==> src/rtl/temp_entry_pkg.sv <==
// Shared definitions for operator temperature entry.
// Holds the PS/2 set-2 scan codes, the entry FSM state encoding and the
// scan-code-to-digit decoder.
package temp_entry_pkg;

  localparam int unsigned CODE_W = 8;
  localparam int unsigned TEMP_W = 5;
  localparam int unsigned ACC_W  = 7;

  localparam logic [CODE_W-1:0] SC_BRK   = 8'hF0;
  localparam logic [CODE_W-1:0] SC_EXT   = 8'hE0;
  localparam logic [CODE_W-1:0] SC_ENTER = 8'h5A;
  localparam logic [CODE_W-1:0] SC_CLEAR = 8'h66;

  localparam logic [CODE_W-1:0] SC_D0 = 8'h45;
  localparam logic [CODE_W-1:0] SC_D1 = 8'h16;
  localparam logic [CODE_W-1:0] SC_D2 = 8'h1E;
  localparam logic [CODE_W-1:0] SC_D3 = 8'h26;
  localparam logic [CODE_W-1:0] SC_D4 = 8'h25;
  localparam logic [CODE_W-1:0] SC_D5 = 8'h2E;
  localparam logic [CODE_W-1:0] SC_D6 = 8'h36;
  localparam logic [CODE_W-1:0] SC_D7 = 8'h3D;
  localparam logic [CODE_W-1:0] SC_D8 = 8'h3E;
  localparam logic [CODE_W-1:0] SC_D9 = 8'h46;

  typedef enum logic [1:0] {
    ST_IDLE   = 2'd0,
    ST_D1     = 2'd1,
    ST_D2     = 2'd2,
    ST_COMMIT = 2'd3
  } state_e;

  typedef struct packed {
    logic       valid;
    logic [3:0] value;
  } digit_t;

  // Map a scan byte to a decimal digit; extended keys are never digits.
  function automatic digit_t scan_to_digit(input logic [CODE_W-1:0] code,
                                           input logic              ext);
    digit_t r;
    r.valid = 1'b1;
    r.value = 4'd0;
    case (code)
      SC_D0:   r.value = 4'd0;
      SC_D1:   r.value = 4'd1;
      SC_D2:   r.value = 4'd2;
      SC_D3:   r.value = 4'd3;
      SC_D4:   r.value = 4'd4;
      SC_D5:   r.value = 4'd5;
      SC_D6:   r.value = 4'd6;
      SC_D7:   r.value = 4'd7;
      SC_D8:   r.value = 4'd8;
      SC_D9:   r.value = 4'd9;
      default: r.valid = 1'b0;
    endcase
    if (ext) r.valid = 1'b0;
    return r;
  endfunction

endpackage

==> src/rtl/ps2_key_filter.sv <==
// PS/2 prefix filter: strips break (F0) sequences and tags extended (E0) keys.
// Ports:
//   clk, rst_n      clock, async active-low reset
//   flush           synchronous clear of prefix state (entry mode off)
//   rx_listo        receiver strobe, codigo_tecla valid
//   codigo_tecla    raw scan byte
//   key_valid       one-cycle strobe, one cycle after the accepted rx_listo
//   key_code        make code of the accepted key
//   key_ext         key was preceded by E0
module ps2_key_filter
  import temp_entry_pkg::*;
(
  input  logic              clk,
  input  logic              rst_n,
  input  logic              flush,
  input  logic              rx_listo,
  input  logic [CODE_W-1:0] codigo_tecla,
  output logic              key_valid,
  output logic [CODE_W-1:0] key_code,
  output logic              key_ext
);

  logic              brk_q, brk_d;
  logic              ext_q, ext_d;
  logic              key_valid_q, key_valid_d;
  logic [CODE_W-1:0] key_code_q, key_code_d;
  logic              key_ext_q, key_ext_d;

  // Prefix tracking and key acceptance.
  always_comb begin
    brk_d       = brk_q;
    ext_d       = ext_q;
    key_valid_d = 1'b0;
    key_code_d  = key_code_q;
    key_ext_d   = key_ext_q;
    if (flush) begin
      brk_d = 1'b0;
      ext_d = 1'b0;
    end else if (rx_listo) begin
      if (codigo_tecla == SC_BRK) begin
        brk_d = 1'b1;
      end else if (brk_q) begin
        // Released key: drop it, and any E0 that preceded the F0.
        brk_d = 1'b0;
        ext_d = 1'b0;
      end else if (codigo_tecla == SC_EXT) begin
        ext_d = 1'b1;
      end else begin
        key_valid_d = 1'b1;
        key_code_d  = codigo_tecla;
        key_ext_d   = ext_q;
        ext_d       = 1'b0;
      end
    end
  end

  always_ff @(posedge clk or negedge rst_n) begin
    if (!rst_n) begin
      brk_q       <= 1'b0;
      ext_q       <= 1'b0;
      key_valid_q <= 1'b0;
      key_code_q  <= '0;
      key_ext_q   <= 1'b0;
    end else begin
      brk_q       <= brk_d;
      ext_q       <= ext_d;
      key_valid_q <= key_valid_d;
      key_code_q  <= key_code_d;
      key_ext_q   <= key_ext_d;
    end
  end

  assign key_valid = key_valid_q;
  assign key_code  = key_code_q;
  assign key_ext   = key_ext_q;

endmodule

==> src/rtl/temp_entry_ctrl.sv <==
// Operator temperature entry sequencer: collects up to two decimal digits
// from the PS/2 receiver, range-checks on Enter and issues a one-cycle load.
// Ports:
//   clk, rst        clock, async active-low reset
//   inicio_progra   entry mode enable (level)
//   rx_listo        receiver strobe; codigo_tecla valid
//   codigo_tecla    PS/2 set-2 scan byte
//   enable_rx       receiver enable (registered inicio_progra)
//   carga           one-cycle load strobe to the temperature register
//   temp_out        committed temperature, held between commits
//   digitos         digits currently entered (0..2)
//   error           sticky entry error
//   ocupado         partial entry in progress
module temp_entry_ctrl
  import temp_entry_pkg::*;
#(
  parameter int unsigned MAX_TEMP    = 31,
  parameter int unsigned TIMEOUT_CYC = 500000000
) (
  input  logic              clk,
  input  logic              rst,
  input  logic              inicio_progra,
  input  logic              rx_listo,
  input  logic [CODE_W-1:0] codigo_tecla,
  output logic              enable_rx,
  output logic              carga,
  output logic [TEMP_W-1:0] temp_out,
  output logic [1:0]        digitos,
  output logic              error,
  output logic              ocupado
);

  localparam int unsigned TMR_W = ($clog2(TIMEOUT_CYC) < 1) ? 1 : $clog2(TIMEOUT_CYC);
  localparam logic [TMR_W-1:0] TMR_LAST = TMR_W'(TIMEOUT_CYC - 1);
  localparam logic [ACC_W-1:0] ACC_MAX  = ACC_W'(MAX_TEMP);

  logic              key_valid;
  logic [CODE_W-1:0] key_code;
  logic              key_ext;

  ps2_key_filter u_filter (
    .clk          (clk),
    .rst_n        (rst),
    .flush        (~inicio_progra),
    .rx_listo     (rx_listo),
    .codigo_tecla (codigo_tecla),
    .key_valid    (key_valid),
    .key_code     (key_code),
    .key_ext      (key_ext)
  );

  state_e            state_q, state_d;
  logic [ACC_W-1:0]  acc_q, acc_d;
  logic [TMR_W-1:0]  timer_q, timer_d;
  logic              pend_q, pend_d;
  logic [CODE_W-1:0] pend_code_q, pend_code_d;
  logic              pend_ext_q, pend_ext_d;
  logic              enable_rx_q, enable_rx_d;
  logic              carga_q, carga_d;
  logic [TEMP_W-1:0] temp_out_q, temp_out_d;
  logic [1:0]        digitos_q, digitos_d;
  logic              error_q, error_d;
  logic              ocupado_q, ocupado_d;

  logic              kv;
  logic [CODE_W-1:0] kcode;
  logic              kext;
  digit_t            dig;
  logic              is_enter;
  logic              is_clear;
  logic              in_entry;
  logic              expired;

  // Key seen by the FSM: a key parked during COMMIT takes priority in IDLE.
  always_comb begin
    kv    = 1'b0;
    kcode = key_code;
    kext  = key_ext;
    if (pend_q && state_q == ST_IDLE) begin
      kv    = 1'b1;
      kcode = pend_code_q;
      kext  = pend_ext_q;
    end else if (key_valid && state_q != ST_COMMIT) begin
      kv = 1'b1;
    end
  end

  assign dig      = scan_to_digit(kcode, kext);
  assign is_enter = (kcode == SC_ENTER);
  assign is_clear = (kcode == SC_CLEAR);
  assign in_entry = (state_q == ST_D1) || (state_q == ST_D2);
  assign expired  = in_entry && (timer_q == TMR_LAST);

  // Next-state and registered-output logic.
  always_comb begin
    state_d     = state_q;
    acc_d       = acc_q;
    error_d     = error_q;
    temp_out_d  = temp_out_q;
    pend_d      = 1'b0;
    pend_code_d = pend_code_q;
    pend_ext_d  = pend_ext_q;
    timer_d     = '0;
    enable_rx_d = inicio_progra;

    if (kv) begin
      timer_d = '0;
    end else if (in_entry) begin
      timer_d = timer_q + TMR_W'(1);
    end

    case (state_q)
      ST_IDLE: begin
        if (kv && dig.valid) begin
          acc_d   = ACC_W'(dig.value);
          error_d = 1'b0;
          state_d = ST_D1;
        end
      end
      ST_D1, ST_D2: begin
        if (kv) begin
          if (dig.valid) begin
            if (state_q == ST_D1) begin
              acc_d   = ACC_W'(acc_q * ACC_W'(10)) + ACC_W'(dig.value);
              state_d = ST_D2;
            end else begin
              // Third digit: reject it but keep the two already entered.
              error_d = 1'b1;
            end
          end else if (is_enter) begin
            if (acc_q <= ACC_MAX) begin
              temp_out_d = acc_q[TEMP_W-1:0];
              error_d    = 1'b0;
              state_d    = ST_COMMIT;
            end else begin
              error_d = 1'b1;
              acc_d   = '0;
              state_d = ST_IDLE;
            end
          end else if (is_clear) begin
            acc_d   = '0;
            state_d = ST_IDLE;
          end
        end else if (expired) begin
          acc_d   = '0;
          state_d = ST_IDLE;
        end
      end
      ST_COMMIT: begin
        acc_d       = '0;
        state_d     = ST_IDLE;
        pend_d      = key_valid;
        pend_code_d = key_code;
        pend_ext_d  = key_ext;
      end
      default: begin
        acc_d   = '0;
        state_d = ST_IDLE;
      end
    endcase

    // Leaving entry mode aborts everything except the committed value.
    if (!inicio_progra) begin
      state_d    = ST_IDLE;
      acc_d      = '0;
      error_d    = 1'b0;
      pend_d     = 1'b0;
      timer_d    = '0;
      temp_out_d = temp_out_q;
    end

    carga_d   = (state_d == ST_COMMIT);
    ocupado_d = (state_d == ST_D1) || (state_d == ST_D2);
    case (state_d)
      ST_D1:   digitos_d = 2'd1;
      ST_D2:   digitos_d = 2'd2;
      default: digitos_d = 2'd0;
    endcase
  end

  always_ff @(posedge clk or negedge rst) begin
    if (!rst) begin
      state_q     <= ST_IDLE;
      acc_q       <= '0;
      timer_q     <= '0;
      pend_q      <= 1'b0;
      pend_code_q <= '0;
      pend_ext_q  <= 1'b0;
      enable_rx_q <= 1'b0;
      carga_q     <= 1'b0;
      temp_out_q  <= '0;
      digitos_q   <= 2'd0;
      error_q     <= 1'b0;
      ocupado_q   <= 1'b0;
    end else begin
      state_q     <= state_d;
      acc_q       <= acc_d;
      timer_q     <= timer_d;
      pend_q      <= pend_d;
      pend_code_q <= pend_code_d;
      pend_ext_q  <= pend_ext_d;
      enable_rx_q <= enable_rx_d;
      carga_q     <= carga_d;
      temp_out_q  <= temp_out_d;
      digitos_q   <= digitos_d;
      error_q     <= error_d;
      ocupado_q   <= ocupado_d;
    end
  end

  assign enable_rx = enable_rx_q;
  assign carga     = carga_q;
  assign temp_out  = temp_out_q;
  assign digitos   = digitos_q;
  assign error     = error_q;
  assign ocupado   = ocupado_q;

endmodule
==> config.mk <==
export PLATFORM = sky130hd
export DESIGN_NAME = temp_entry_ctrl
export DESIGN_NICKNAME = d
export VERILOG_FILES = /design/src/rtl/temp_entry_pkg.sv /design/src/rtl/ps2_key_filter.sv /design/src/rtl/temp_entry_ctrl.sv
export SDC_FILE = /design/constraint.sdc
export NUM_CORES = 1
export LEC_CHECK = 0
export CORE_AREA = 5 5 121 111
export CTS_BUF_LIST = sky130_fd_sc_hd__clkbuf_8 sky130_fd_sc_hd__clkbuf_16
export DETAILED_ROUTE_END_ITERATION = 7
export DIE_AREA = 0 0 126 116
export SYNTH_ARGS = -nofsm -noshare
export SYNTH_HDL_FRONTEND = slang
export SYNTH_SLANG_ARGS = --single-unit
==> constraint.sdc <==
create_clock -name clk -period 3.05 [get_ports clk]
set_clock_uncertainty 0.05 [all_clocks]
set_input_delay 0.61 -clock clk [delete_from_list [all_inputs] [get_ports clk]]
set_output_delay 0.61 -clock clk [all_outputs]
set_load 0.01 [all_outputs]
# Word level (Yosys, flattened, before mapping)
# Index checks and enable logic that the tools add are counted.
[word_totals] reg_bits=71 latch_bits=0 ramBits=0 mem_bits_ro=0 input_bits=12 out_inout_bits=11 elab_cells=126 n_memories=0
[op_classes] n_addsub=2 multipliers=1 n_div=0 n_lt_le_gt_ge=1 n_eq_ne=33 n_shift=0 muxes=54 n_bitwise=4 reduce_logical=14
[op_table] cell="$mux 29" count=3
[op_table] cell="$mux 7" count=9
[op_table] cell="$eq 8x6->1 const B" count=6
[op_table] cell="$pmux 4 s9" count=1
[op_table] cell="$eq 8x7->1 const B" count=4
[op_table] cell="$add 29x1->29 const B" count=1
[op_table] cell="$eq 29x29->1 const B" count=1
[op_table] cell="$mux 1" count=27
[op_table] cell="$pmux 7 s3" count=1
[op_table] cell="$mux 2" count=9
[op_table] cell="$eq 8x5->1 const B" count=2
[op_table] cell="$eq 8x8->1 const B" count=2
[op_table] cell="$reduce_and 5->1" count=3
[op_table] cell="$ne 4x4->1 const B" count=3
[op_table] cell="$ne 6x6->1 const B" count=2
[op_table] cell="$reduce_or 10->1" count=1
[op_table] cell="$eq 2x2->1 const B" count=4
[op_table] cell="$mux 8" count=1
[op_table] cell="$add 7x4->7" count=1
[op_table] cell="$le 7x5->1 const B" count=1
[op_table] cell="$mul 7x3->6 const B" count=1
[op_table] cell="$pmux 2 s3" count=1
[op_table] cell="$reduce_and 6->1" count=1
[op_table] cell="$ne 5x5->1 const B" count=1
[op_table] cell="other kinds (14)" count=23

# Logic depth before layout (Yosys ltp)
# Gate-level depths: netlist (run 1).
[depth] word_depth=13 mapped_depth=16 ltp_nobuf=15

# Hierarchy
# Synthesis (run 1) repeated with hierarchy kept, for this count alone.
[hier_totals] cells_unflattened=414 area_unflattened_um2=4169.0
[by_module_without_submodules] mod="temp_entry_ctrl" n_inst=1 cells_each=371 area_per_inst_um2=3628.5 seq_area_each_um2=1476.4
[by_module_without_submodules] mod="ps2_key_filter" n_inst=1 cells_each=43 area_per_inst_um2=540.5 seq_area_each_um2=300.3

# Worst setup path after synthesis (run 1)
# Ideal clock, no wire load.
[synth_path] path_kind="register to register" start="register state_q[0]" end="register acc_q[6]" setup_time_ns=0.125 arrival_time_ns=2.946 required_ns=2.875 path_slack_ns=-0.071 path_stages_with_launch=17 synth_period_minus_slack_ns=3.121 path_cell_list="dfrtp_1 inv_1 ha_1 buf_6 and4_1 a31oi_1 or2_1 a211oi_1 a21oi_1 inv_1 ha_1 a21o_1 a21oi_1 nor3b_1 xnor2_1 nor3_1 mux2_4"
[synth_via] elab_chain_cells=11 word_cells_on_any_way=44
[synth_rtl] item="from (decl)" line_no="temp_entry_ctrl.sv:52" text="state_e state_q, state_d;"
[synth_rtl] item="from (signal assigned)" line_no="temp_entry_ctrl.sv:196" text="state_q <= state_d;"
[synth_rtl] item="$logic_not 2->1" line_no="temp_entry_ctrl.sv:79, temp_entry_ctrl.sv:112"
[synth_rtl] item="$logic_and 1x1->1" line_no="temp_entry_ctrl.sv:79" text="if (pend_q && state_q == ST_IDLE) begin"
[synth_rtl] item="$mux 8" line_no="temp_entry_ctrl.sv:79"
[synth_rtl] item="$eq 8x7->1, or another cell as far along" line_no="temp_entry_pkg.sv:44" text="case (code)"
[synth_rtl] item="$pmux 4 s9 or $reduce_or 10->1 (tied branches)"
[synth_rtl] item="$add 7x4->7 or $mux 1 (tied branches)" line_no="temp_entry_ctrl.sv:124, temp_entry_pkg.sv:44"
[synth_rtl] item="$mux 7 or $mux 1 (tied branches)" line_no="temp_entry_ctrl.sv:123, temp_entry_pkg.sv:57"
[synth_rtl] item="$mux 7" line_no="temp_entry_ctrl.sv:122" text="if (dig.valid) begin"
[synth_rtl] item="$mux 7" line_no="temp_entry_ctrl.sv:121" text="if (kv) begin"
[synth_rtl] item="$pmux 7 s3" line_no="temp_entry_ctrl.sv:112" text="case (state_q)"
[synth_rtl] item="$mux 7" line_no="temp_entry_ctrl.sv:163" text="if (!inicio_progra) begin"
[synth_rtl] item="to (signal assigned)" line_no="temp_entry_ctrl.sv:184" text="acc_q <= '0;"
[synth_rtl] item="to (signal assigned)" line_no="temp_entry_ctrl.sv:197" text="acc_q <= acc_d;"
[synth_rtl] item="to (decl)" line_no="temp_entry_ctrl.sv:53" text="logic [ACC_W-1:0] acc_q, acc_d;"
# Several ways; a longest one is shown, not always the timed one. The select of a mux whose other input is x is not followed.
# A chain may end at the register's enable or synchronous reset.

# Worst setup path in the final report (run 1)
[layout_path] start="register state_q[0]" end="register acc_q[3]"
# Same word-level chain as after synthesis.

==> results of run 1 <==
==> sequential cells by signal, summed over array words and instances (netlist names) <==
signal / cells
digitos: 2
carga: 1
pend_code_q: 8
state_q: 2
pend_q: 1
u_filter.key_valid: 1
enable_rx: 1
u_filter.key_code: 8
u_filter.brk_q: 1
ocupado: 1
error: 1
u_filter.key_ext: 1
timer_q: 29
u_filter.ext_q: 1
pend_ext_q: 1
temp_out: 5
acc_q: 7
==> cell type report <==
class / instances / area share, %
clock buffer: 11 / 4.893
timing repair buffer: 54 / 9.181
sequential: 71 / 34.40
multi-input combinational: 296 / 45.37
inverter: 19 / 1.381
tap: 160 / 3.876
clock inverter: 4 / 0.8963
==> layout by cell type, fill, tap and decap left out, types with 3 or more instances in the layout <==
cell type,count
a21o_1,3
a21oi_1,8
a21oi_2,3
and2_1,5
and3_1,10
and4b_1,3
buf_4,31
clkbuf_16,9
clkdlybuf4s50_1,21
dfrtp_1,71
ha_1,15
inv_1,18
mux2_1,6
mux2_2,14
mux2_4,6
nand2_1,27
nand3_1,15
nand3b_1,3
nand4_1,4
nand4b_1,3
nor2_1,39
nor2b_1,6
nor3_1,10
nor4_1,3
o21ai_0,10
o22ai_1,3
or3_1,5
xnor2_1,19
xor2_1,13
==> through the flow <==
step / hold slack (ns) / area (sq um) / util [%] / TNS, ns
6_report: 0.3555 / 5165 / 43.11 / 0
5_1_grt: 0.4640 / 5165 / 43.11 / -0.3107
4_1_cts: 0.4073 / 5037 / 42.04 / 0
3_5_place_dp: 0.4344 / 4698 / 39.21 / -0.7563
3_3_place_gp: 0.4222 / 4698 / 39.21 / -0.4359
2_1_floorplan: 0.2644 / 4130 / - / 0
==> kinds of logic (layout without fill, tap and decap cells) <==
group / Yosys count / count (layout) / synth area share [%]
AOI/OAI and AO/OA: 69 / 69 / 13.06
muxes: 29 / 29 / 8.688
adders and majority gates: 19 / 19 / 6.136
and+or+nand+nor: 147 / 147 / 18.68
xor gates and xnor gates: 32 / 32 / 6.804
DFF: 71 / 71 / 43.13
buffers and inverters: 33 / 88 / 3.493
==> per-layer routing <==
layer / up-vias / routed length, um / global-route usage, % / part of all wire [%]
met5: - / 0 / 0 / 0
met4: 0 / 131 / 4.217 / 1.4
met3: 16 / 339 / 3.917 / 3.7
met2: 57 / 4560 / 21.66 / 49
met1: 1610 / 4203 / 16.40 / 46
li1: 1546 / - / - / -
==> path summary, 6_finish.rpt <==
| path | to | slack [ns] |
|---|---|---|
| setup / recovery | acc_q[3] | 0.05 |
| hold / removal | timer_q[22] | 0.36 |
| setup reg to reg | acc_q[3] | 0.05 |
| hold reg to reg | temp_out[3] | 0.44 |
| max in group asynchronous | acc_q[5] | 2.02 |
| min in group clk | temp_out[3] | 0.44 |
==> what timing repair did <==
| action | in CTS | in global routing |
|---|---|---|
| endpoints found under the setup margin | 9 | 10 |
| pin swaps | 2 | 9 |
| gates cloned | 0 | 0 |
| gates resized for setup | 8 | 22 |
| buffers inserted | 2 | 2 |
==> worst register-to-register path: stages (launching register included) <==
cell,delay [ns]
dfrtp_1,0.38
inv_2,0.09
ha_4,0.20
buf_6,0.14
a21boi_1,0.06
a32oi_1,0.34
o21ai_2,0.12
a22o_2,0.33
o31ai_4,0.30
buf_4,0.19
mux2i_4,0.24
buf_12,0.15
mux2_4,0.30
==> where the power goes <==
group	total, uW	switching (uW)	internal (uW)
clock network	1050	386	668
registers	987	24.9	962
logic	269	142	127
==> Yosys cell counts, types with 9 or more instances <==
master | count | area, sq um
nor2_1 | 39 | 146.4
xor2_1 | 13 | 113.9
nand2_1 | 27 | 101.4
ha_1 | 17 | 212.7
nand3_1 | 15 | 75.07
xnor2_1 | 19 | 166.4
a21oi_1 | 11 | 55.05
dfrtp_1 | 71 | 1777
mux2_2 | 14 | 157.7
clkbuf_1 | 9 | 33.78
and3_1 | 10 | 62.56
o21ai_0 | 11 | 55.05
inv_1 | 19 | 71.32
nor3_1 | 11 | 55.05
==> flow_metrics.env, run 1 <==
export IMPL_status="completed"
export IMPL_worstPathRequired_ns=3.22
export IMPL_clk_latency_ns=0.33
export IMPL_cts_tree="yes"
export IMPL_initial_core_util_pct=34.38
export IMPL_drt_iter0_markers=173
export IMPL_yosysSeqAreaShare_pct=43.13
export IMPL_syn_area_sq_um=4119
export IMPL_cp_start_kind="register"
export IMPL_fmax_mhz=332.8
export IMPL_drv_cap=0
export IMPL_synthArstFlopShare_pct=100.0
export IMPL_place_inst=596
export IMPL_ir_worst_vdd_mv=0.2177
export IMPL_via_per_inst=5.250
export IMPL_multi_input_area_sq_um=2344
export IMPL_netlist_instances=400
export IMPL_first_global_vias=3249
export IMPL_n_fill_cell=1177
export IMPL_place_gp_congestion=0.8472
export IMPL_ys_warnings_count=0
export IMPL_crit_family="compound AO/OA/AOI/OAI gates"
export IMPL_io_pins=23
export IMPL_finalCritPeriodShare_pct=98.51
export IMPL_cts_sinks=71
export IMPL_crit_fanout=7
export IMPL_antenna_found_initial=0
export IMPL_drive_above_1_share_pct=21.98
export IMPL_crit_type="register to register"
export IMPL_ant_nets=0
export IMPL_grt_max_degree=72
export IMPL_hold_viol_final=0
export IMPL_hold_class="input pin to asynchronous set/reset pin"
export IMPL_grt_pass1_wl_um=15640
export IMPL_antenna_cells=0
export IMPL_pre_cts_slack_ns=-0.2232
export IMPL_worst_slew_pin_slew_ns=0.8942
export IMPL_synth_edf_count=0
export IMPL_ff2ff_path_depth=12
export IMPL_vias=3229
export IMPL_critical_path_cell_chain="inv_2 -> ha_4 -> buf_6 -> a21boi_1 -> a32oi_1 -> o21ai_2 -> a22o_2 -> o31ai_4 -> buf_4 -> mux2i_4 -> buf_12 -> mux2_4"
export IMPL_slew_viol_final=0
export IMPL_p_total_uw=2311
export IMPL_drc=0
export IMPL_nets=482
export IMPL_coreArea_sq_um=11980
export IMPL_die_w_um=126
export IMPL_holdBufCountCts=0
export IMPL_endpoint_kind="register"
export IMPL_numCtsBuffers=9
export IMPL_stdcell_count=615
export IMPL_cts_max_path_buffers=2
export IMPL_rows=38
export IMPL_rsz0062_at_grt="true"
export IMPL_critPathArrivalTime_ns=3.17
export IMPL_clock_root_buffer="clkbuf_16"
export IMPL_dominantRegCellSynth="dfrtp_1"
export IMPL_die_h_um=116
export IMPL_r2r_start="state_q[0]"
export IMPL_htreeDepth=3
export IMPL_ys_ff_latch=71
export IMPL_cp_num_buf_inv=4
export IMPL_power_density_nw_per_um2=447.4
export IMPL_drt_first_pass_iters=4
export IMPL_clkTransAtPathRegs_ns=0.06
export IMPL_seqCellArea_sq_um=1777
export IMPL_track_usage_pct=13.03
export IMPL_wire_per_inst_um=15.01
export IMPL_areaGrowthSynthToFinish_pct=25.39
export IMPL_routed_wl_um=9234
export IMPL_finalSetupViolCount=0
export IMPL_dp_hpwl_um=6503
export IMPL_slew_headroom_pct=40.39
export IMPL_setup_ws_ns=0.04531
export IMPL_p_leak_uw=0.002165
export IMPL_grt_overflow_total=0
export IMPL_ys_types=69
export IMPL_max_stage_delay_ns=0.38
export IMPL_synth_nets=431
export IMPL_io_buffer_count=22
export IMPL_path_depth=12
export IMPL_slowest_stage="dfrtp_1"
export IMPL_fp_dieArea_sq_um=14620
export IMPL_fin_crit_ns=3.005
export IMPL_cp_startpoint="state_q[0]"
export IMPL_avgSynthCellArea_sq_um=10.30
Note: power is estimated with default switching activity, not from simulation.
==> run 2, diff against run 1 <==
--- a/config.mk
+++ b/config.mk
@@ -9,6 +9,7 @@
 export CTS_BUF_LIST = sky130_fd_sc_hd__clkbuf_8 sky130_fd_sc_hd__clkbuf_16
 export DETAILED_ROUTE_END_ITERATION = 7
 export DIE_AREA = 0 0 126 116
+export GPL_ROUTABILITY_DRIVEN = 0
 export SYNTH_ARGS = -nofsm -noshare
 export SYNTH_HDL_FRONTEND = slang
 export SYNTH_SLANG_ARGS = --single-unit
==> constraint.sdc (replaced) <==
create_clock -name clk -period 3.05 [get_ports clk]
set_clock_uncertainty 0.05 [all_clocks]
set_input_delay 0.305 -clock clk [delete_from_list [all_inputs] [get_ports clk]]
set_output_delay 0.305 -clock clk [all_outputs]
set_load 0.01 [all_outputs]
==> run 2 against run 1 <==
  * Clock power is 6% lower
  * Hold slack got worse by 0.30 ns
  * Sequential power hardly changed
  * Worst setup slack better by 0.020 ns
  * Clock-buffer cell count stayed put
  * Critical path depth up 1
  * Largest cell class unchanged
  * Routed wire length increased by 0.86%
==> flow_metrics.env, run 2 (synthesis gave the netlist of run 1 again) <==
export IMPL_coreArea_sq_um=11980
export IMPL_drive_above_1_share_pct=22.52
export IMPL_finalCritPeriodShare_pct=97.86
export IMPL_cpMostUsedCell="buf_6"
export IMPL_nets=479
export IMPL_crit_family="compound AO/OA/AOI/OAI gates"
export IMPL_clk_latency_ns=0.33
export IMPL_largest_reg_flops=29
export IMPL_dp_hpwl_um=6276
export IMPL_wire_per_inst_um=15.19
export IMPL_clkTransAtPathRegs_ns=0.06
export IMPL_ir_worst_vdd_mv=0.2719
export IMPL_place_inst=591
export IMPL_stdcell_count=613
export IMPL_antenna_cells=0
export IMPL_hold_viol_final=0
export IMPL_fin_area_sq_um=5157
export IMPL_vias=3168
export IMPL_cp_num_buf_inv=4
export IMPL_r2r_setup_slack_ns=0.07
export IMPL_critical_path_cell_chain="inv_2 -> ha_4 -> buf_6 -> and4b_1 -> a31oi_4 -> buf_6 -> nor3_2 -> o21a_2 -> o31ai_4 -> or3b_4 -> o311a_1 -> ha_1 -> inv_1"
export IMPL_max_stage_delay_ns=0.42
export IMPL_status="completed"
export IMPL_htreeDepth=3
export IMPL_track_usage_pct=12.66
export IMPL_slew_viol_final=0
export IMPL_worst_slew_pin_slew_ns=0.9048
export IMPL_slowest_stage="or3b_4"
export IMPL_fp_dieArea_sq_um=14620
export IMPL_antenna_found_initial=0
export IMPL_first_global_vias=3167
export IMPL_die_w_um=126
export IMPL_io_buffer_count=22
export IMPL_die_h_um=116
export IMPL_crit_fanout=7
export IMPL_io_pins=23
export IMPL_layout_common_cells="71 x dfrtp_1, 39 x nor2_1, 27 x nand2_1"
export IMPL_hold_class="input pin to asynchronous set/reset pin"
export IMPL_cts_sinks=71
export IMPL_seqCellArea_sq_um=1777
export IMPL_fin_crit_ns=2.985
export IMPL_initial_core_util_pct=34.38
export IMPL_layout_commonest_cell="dfrtp_1"
export IMPL_r2r_start="state_q[0]"
export IMPL_clock_root_buffer="clkbuf_16"
export IMPL_finalSetupViolCount=0
export IMPL_areaGrowthSynthToFinish_pct=25.21
export IMPL_drv_cap=0
export IMPL_numCtsBuffers=9
export IMPL_whs_ns=0.06011
export IMPL_top_register="timer_q"
export IMPL_crit_type="register to register"
export IMPL_cp_start_kind="register"
export IMPL_place_area_sq_um=4661
export IMPL_n_fill_cell=1152
export IMPL_ff2ff_path_depth=13
export IMPL_worstPathRequired_ns=3.22
export IMPL_fmax_mhz=335.0
export IMPL_cts_tree="yes"
export IMPL_critPathArrivalTime_ns=3.16
export IMPL_ant_nets=0
export IMPL_grt_pass1_wl_um=15120
export IMPL_endpoint_kind="register"
export IMPL_rows=38
export IMPL_cts_max_path_buffers=2
export IMPL_p_leak_uw=0.002155
export IMPL_tns_ns=0
export IMPL_drt_first_pass_iters=4
export IMPL_grt_overflow_total=0
export IMPL_drc=0
export IMPL_drt_iter0_markers=190
export IMPL_multi_input_area_sq_um=2366
export IMPL_routed_wl_um=9313
export IMPL_rsz0062_at_grt="true"
export IMPL_holdBufCountCts=0
export IMPL_slew_headroom_pct=39.68
export IMPL_via_per_inst=5.168
export IMPL_power_density_nw_per_um2=435.8
export IMPL_grt_max_degree=72
export IMPL_reg2reg_to="ocupado"
[run 2: layer usage]
| layer | track usage (%) | wire (um) |
|---|---|---|
| met1 | 16.17 | 4338 |
| met2 | 20.88 | 4553 |
| met3 | 3.180 | 286 |
| met4 | 4.789 | 134 |
| met5 | 0 | 0 |
[run 2: where the power goes]
part	total, uW	switching, uW	internal [uW]
clock	986	394	593
sequential	990	28.2	962
combinational	271	145	126
total	2250	567	1680
[run 2: area by class of cell]
type / instances / share of cell area (%)
Multi-Input combinational cell: 296 / 45.88
Sequential cell: 71 / 34.45
Timing Repair Buffer: 51 / 8.903
Clock buffer: 11 / 4.901
Tap cell: 160 / 3.882
Inverter: 19 / 1.383
Clock inverter: 5 / 0.6065
[run 2: per-stage QoR]
stage	util (%)	setup slack (ns)	power [uW]
2_1_floorplan	-	0.007637	1129
3_3_place_gp	38.90	-0.1929	1228
3_5_place_dp	38.90	-0.2108	1232
4_1_cts	41.70	0.004914	2242
5_1_grt	43.05	-0.07186	2338
6_report	43.05	0.06530	2248
[run 2: worst register-to-register path, stage by stage (launching register included)]
cell     delay [ns]
dfrtp_1        0.37
inv_2          0.06
ha_4           0.19
buf_6          0.13
and4b_1        0.21
a31oi_4        0.23
buf_6          0.16
nor3_2         0.04
o21a_2         0.25
o31ai_4        0.30
or3b_4         0.42
o311a_1        0.14
ha_1           0.28
inv_1          0.03
[run 2: how the worst max path moves through the flow]
| stage | depth (start not counted) | startpoint | slack [ns] | to |
|---|---|---|---|---|
| floorplan | 16 | state_q[0] | 0.008 | acc_q[6] |
| global placement | 12 | state_q[0] | -0.19 | ocupado |
| detailed placement | 12 | state_q[0] | -0.21 | ocupado |
| CTS | 16 | state_q[0] | 0.005 | acc_q[6] |
| global route | 15 | state_q[0] | -0.07 | acc_q[6] |
| finish | 13 | state_q[0] | 0.07 | ocupado |
[run 2: timing repair]
action	in CTS	in global routing
pin swaps	3	7
gates resized for setup	7	29
setup buffers	2	4
endpoints found under the setup margin	9	9
==> run 3, diff against run 2 <==
--- a/config.mk
+++ b/config.mk
@@ -5,10 +5,11 @@
 export SDC_FILE = /design/constraint.sdc
 export NUM_CORES = 1
 export LEC_CHECK = 0
-export CORE_AREA = 5 5 121 111
+export ABC_AREA = 1
+export CORE_AREA = 5 5 124 114
 export CTS_BUF_LIST = sky130_fd_sc_hd__clkbuf_8 sky130_fd_sc_hd__clkbuf_16
 export DETAILED_ROUTE_END_ITERATION = 7
-export DIE_AREA = 0 0 126 116
+export DIE_AREA = 0 0 129 119
 export GPL_ROUTABILITY_DRIVEN = 0
 export SYNTH_ARGS = -nofsm -noshare
 export SYNTH_HDL_FRONTEND = slang
==> run 3 against run 2 <==
  * The run now ends with negative hold slack left
  * Critical path depth rose by 7
  * Routed wire length rose by 2.9%
  * Design area grew 0.82%
  * Non-clock buffer count decreased by 10
  * Clock power is 8% higher
  * Sequential power rose by 13%
==> flow_metrics.env, run 3 <==
export IMPL_hold_class="input pin to asynchronous set/reset pin"
export IMPL_p_leak_uw=0.002400
export IMPL_pre_cts_slack_ns=0.02283
export IMPL_cts_tree="yes"
export IMPL_initial_core_util_pct=34.47
export IMPL_drv_cap=0
export IMPL_slew_headroom_pct=47.55
export IMPL_antenna_found_initial=0
export IMPL_die_h_um=119
export IMPL_synth_top_area_share_pct=40.95
export IMPL_grt_pass1_wl_um=16330
export IMPL_antenna_cells=0
export IMPL_areaGrowthSynthToFinish_pct=19.84
export IMPL_dp_hpwl_um=7063
export IMPL_p_seq_share_pct=36.9
export IMPL_slew_viol_final=0
export IMPL_ys_warnings_count=0
export IMPL_setup_ws_ns=0.2122
export IMPL_htreeDepth=3
export IMPL_layout_common_cells="119 x nand2_1, 75 x inv_1, 71 x dfrtp_1"
export IMPL_synth_most_common_cell="nand2_1"
export IMPL_synth_area_top_cells="dfrtp_1 41%, nand2_1 10%, inv_1 6.7%"
export IMPL_wire_per_inst_um=12.58
export IMPL_cts_max_path_buffers=2
export IMPL_fp_dieArea_sq_um=15350
export IMPL_crit_type="register to register"
export IMPL_clkTransAtPathRegs_ns=0.06
export IMPL_tns_ns=0
export IMPL_fmax_mhz=352.4
export IMPL_dominantRegCellSynth="dfrtp_1"
export IMPL_grt_overflow_total=0
export IMPL_synthArstFlopShare_pct=100.0
export IMPL_r2r_setup_slack_ns=0.21
export IMPL_drt_first_pass_iters=4
export IMPL_coreArea_sq_um=12590
export IMPL_via_per_inst=4.846
export IMPL_synth_largest_area_cell="dfrtp_1"
export IMPL_drt_iter0_markers=264
export IMPL_netlist_instances=553
export IMPL_share_clk_of_total_power_pct=34.8
export IMPL_ys_ff_latch=71
export IMPL_internal_power_uw=2037
export IMPL_worstPathRequired_ns=3.28
export IMPL_vias=3693
export IMPL_layout_commonest_cell="nand2_1"
export IMPL_worst_slew_pin_slew_ns=0.7868
export IMPL_drive_above_1_share_pct=14.72
export IMPL_syn_area_sq_um=4339
export IMPL_nets=625
export IMPL_finalSetupViolCount=0
export IMPL_largest_reg_flops=29
export IMPL_multi_input_area_sq_um=2235
export IMPL_whs_ns=-0.009953
export IMPL_io_pins=23
export IMPL_avgSynthCellArea_sq_um=7.847
export IMPL_ir_worst_vdd_mv=0.3063
export IMPL_drc=0
export IMPL_ant_nets=0
export IMPL_rsz0062_at_grt="true"
export IMPL_netSwitchingFraction_pct=32.85
export IMPL_numCtsBuffers=9
export IMPL_cp_start_kind="register"
export IMPL_synth_common_cells="121 x nand2_1, 77 x inv_1, 71 x dfrtp_1"
export IMPL_critPathArrivalTime_ns=3.07
export IMPL_cts_sinks=71
export IMPL_track_usage_pct=13.16
export IMPL_switching_power_uw=996.5
export IMPL_yosysSeqAreaShare_pct=40.95
export IMPL_top_register="timer_q"
export IMPL_finalCritPeriodShare_pct=93.04
export IMPL_routed_wl_um=9587
export IMPL_hold_viol_final=7
export IMPL_synth_edf_count=0
export IMPL_seqCellArea_sq_um=1777
export IMPL_grt_max_degree=40
export IMPL_ys_types=42
export IMPL_crit_fanout=9
export IMPL_endpoint_kind="register"
export IMPL_first_global_vias=3494
export IMPL_n_fill_cell=1272
export IMPL_rows=39
export IMPL_violations="negative hold slack"
export IMPL_clock_root_buffer="clkbuf_16"
export IMPL_holdBufCountCts=0
export IMPL_die_w_um=129
export IMPL_p_comb_share_pct=28.3
export IMPL_clk_latency_ns=0.35
export IMPL_fin_crit_ns=2.838
export IMPL_synth_nets=584
export IMPL_power_density_nw_per_um2=583.3
export IMPL_io_buffer_count=22
export IMPL_status="finished with violations"
==> run 3: cell types whose count changed in the layout (fill, tap and decap cells not counted), sizes merged, moves of 21 or more <==
cell / change
o21ai: +26
a21oi: +23
nand3: +21
nand2: +113
mux2: -25
inv: +59
==> run 3: cell type report <==
type / instances / area share, %
inverters: 81 / 5.847
flip-flops and latches: 71 / 34.17
clock inverters: 5 / 1.131
multi-input cells: 390 / 42.97
clock buffers: 10 / 4.596
well taps: 164 / 3.946
repair buffers: 41 / 7.339
==> run 3: kinds of logic (layout without fill, tap and decap cells) <==
kind of cell	after synthesis	after routing	share of synthesized area, %
simple gates	271	271	30.91
fa+ha+maj	19	19	5.825
mux	5	5	1.182
compound gates	86	86	10.76
flops	71	71	40.95
xor+xnor	9	9	1.817
buf+inv	92	137	8.564
==> run 3: critical path: stages, from the launching register on <==
cell	delay, ns
dfrtp_1	0.39
inv_2	0.08
ha_4	0.21
nand2_8	0.09
buf_6	0.14
nand2_1	0.05
nand2_1	0.07
nand2_2	0.12
nor2_2	0.06
nand2_1	0.11
nand2_1	0.07
nor2_1	0.14
inv_1	0.06
ha_1	0.19
inv_1	0.06
fa_1	0.41
nand2_1	0.07
o211ai_1	0.08
a21oi_1	0.14
nand3_1	0.10
nand2_1	0.07
==> run 3: worst paths after layout <==
| path | from | end | cells after the start |
|---|---|---|---|
| min | rst | timer_q[16] | 1 |
| min reg2reg | acc_q[6] | acc_q[6] | 2 |
| max | state_q[1] | acc_q[2] | 20 |
| max in group asynchronous | rst | u_filter.key_code[2] | 2 |
| max reg2reg | state_q[1] | acc_q[2] | 20 |
| min in group clk | acc_q[6] | acc_q[6] | 2 |
==> run 3: metrics by stage <==
step / total power, uW / util (%) / area (sq um) / instances
after floorplan: 1666 / - / 4339 / 553
after global placement: 1905 / 38.08 / 4795 / 740
after detailed placement: 1919 / 38.08 / 4795 / 740
after CTS: 2997 / 40.47 / 5095 / 755
after global routing: 3216 / 41.30 / 5200 / 762
final: 3033 / 41.30 / 5200 / 762
==> run 3: what timing repair did <==
item | CTS | global route
resized for setup | 1 | 16
endpoints found under the setup margin | 1 | 4
pin swaps | 0 | 6
gates cloned | 0 | 1
setup buffers | 0 | 6
==> run 3: power by group through the flow <==
| stage | Clock, uW | Sequential, uW | Combinational (uW) |
|---|---|---|---|
| after floorplan | 0 | 1120 | 541 |
| after global placement | 0 | 1130 | 773 |
| after detailed placement | 0 | 1130 | 788 |
| after CTS | 1090 | 1120 | 795 |
| after global routing | 1120 | 1130 | 962 |
| final | 1060 | 1120 | 858 |
==> run 3: per-layer routing <==
metal / GRT usage, % / share of wire (%)
met4: 5.512 / 2.0
met3: 3.939 / 4.4
met2: 18.78 / 42
met5: 0 / 0
met1: 18.47 / 52
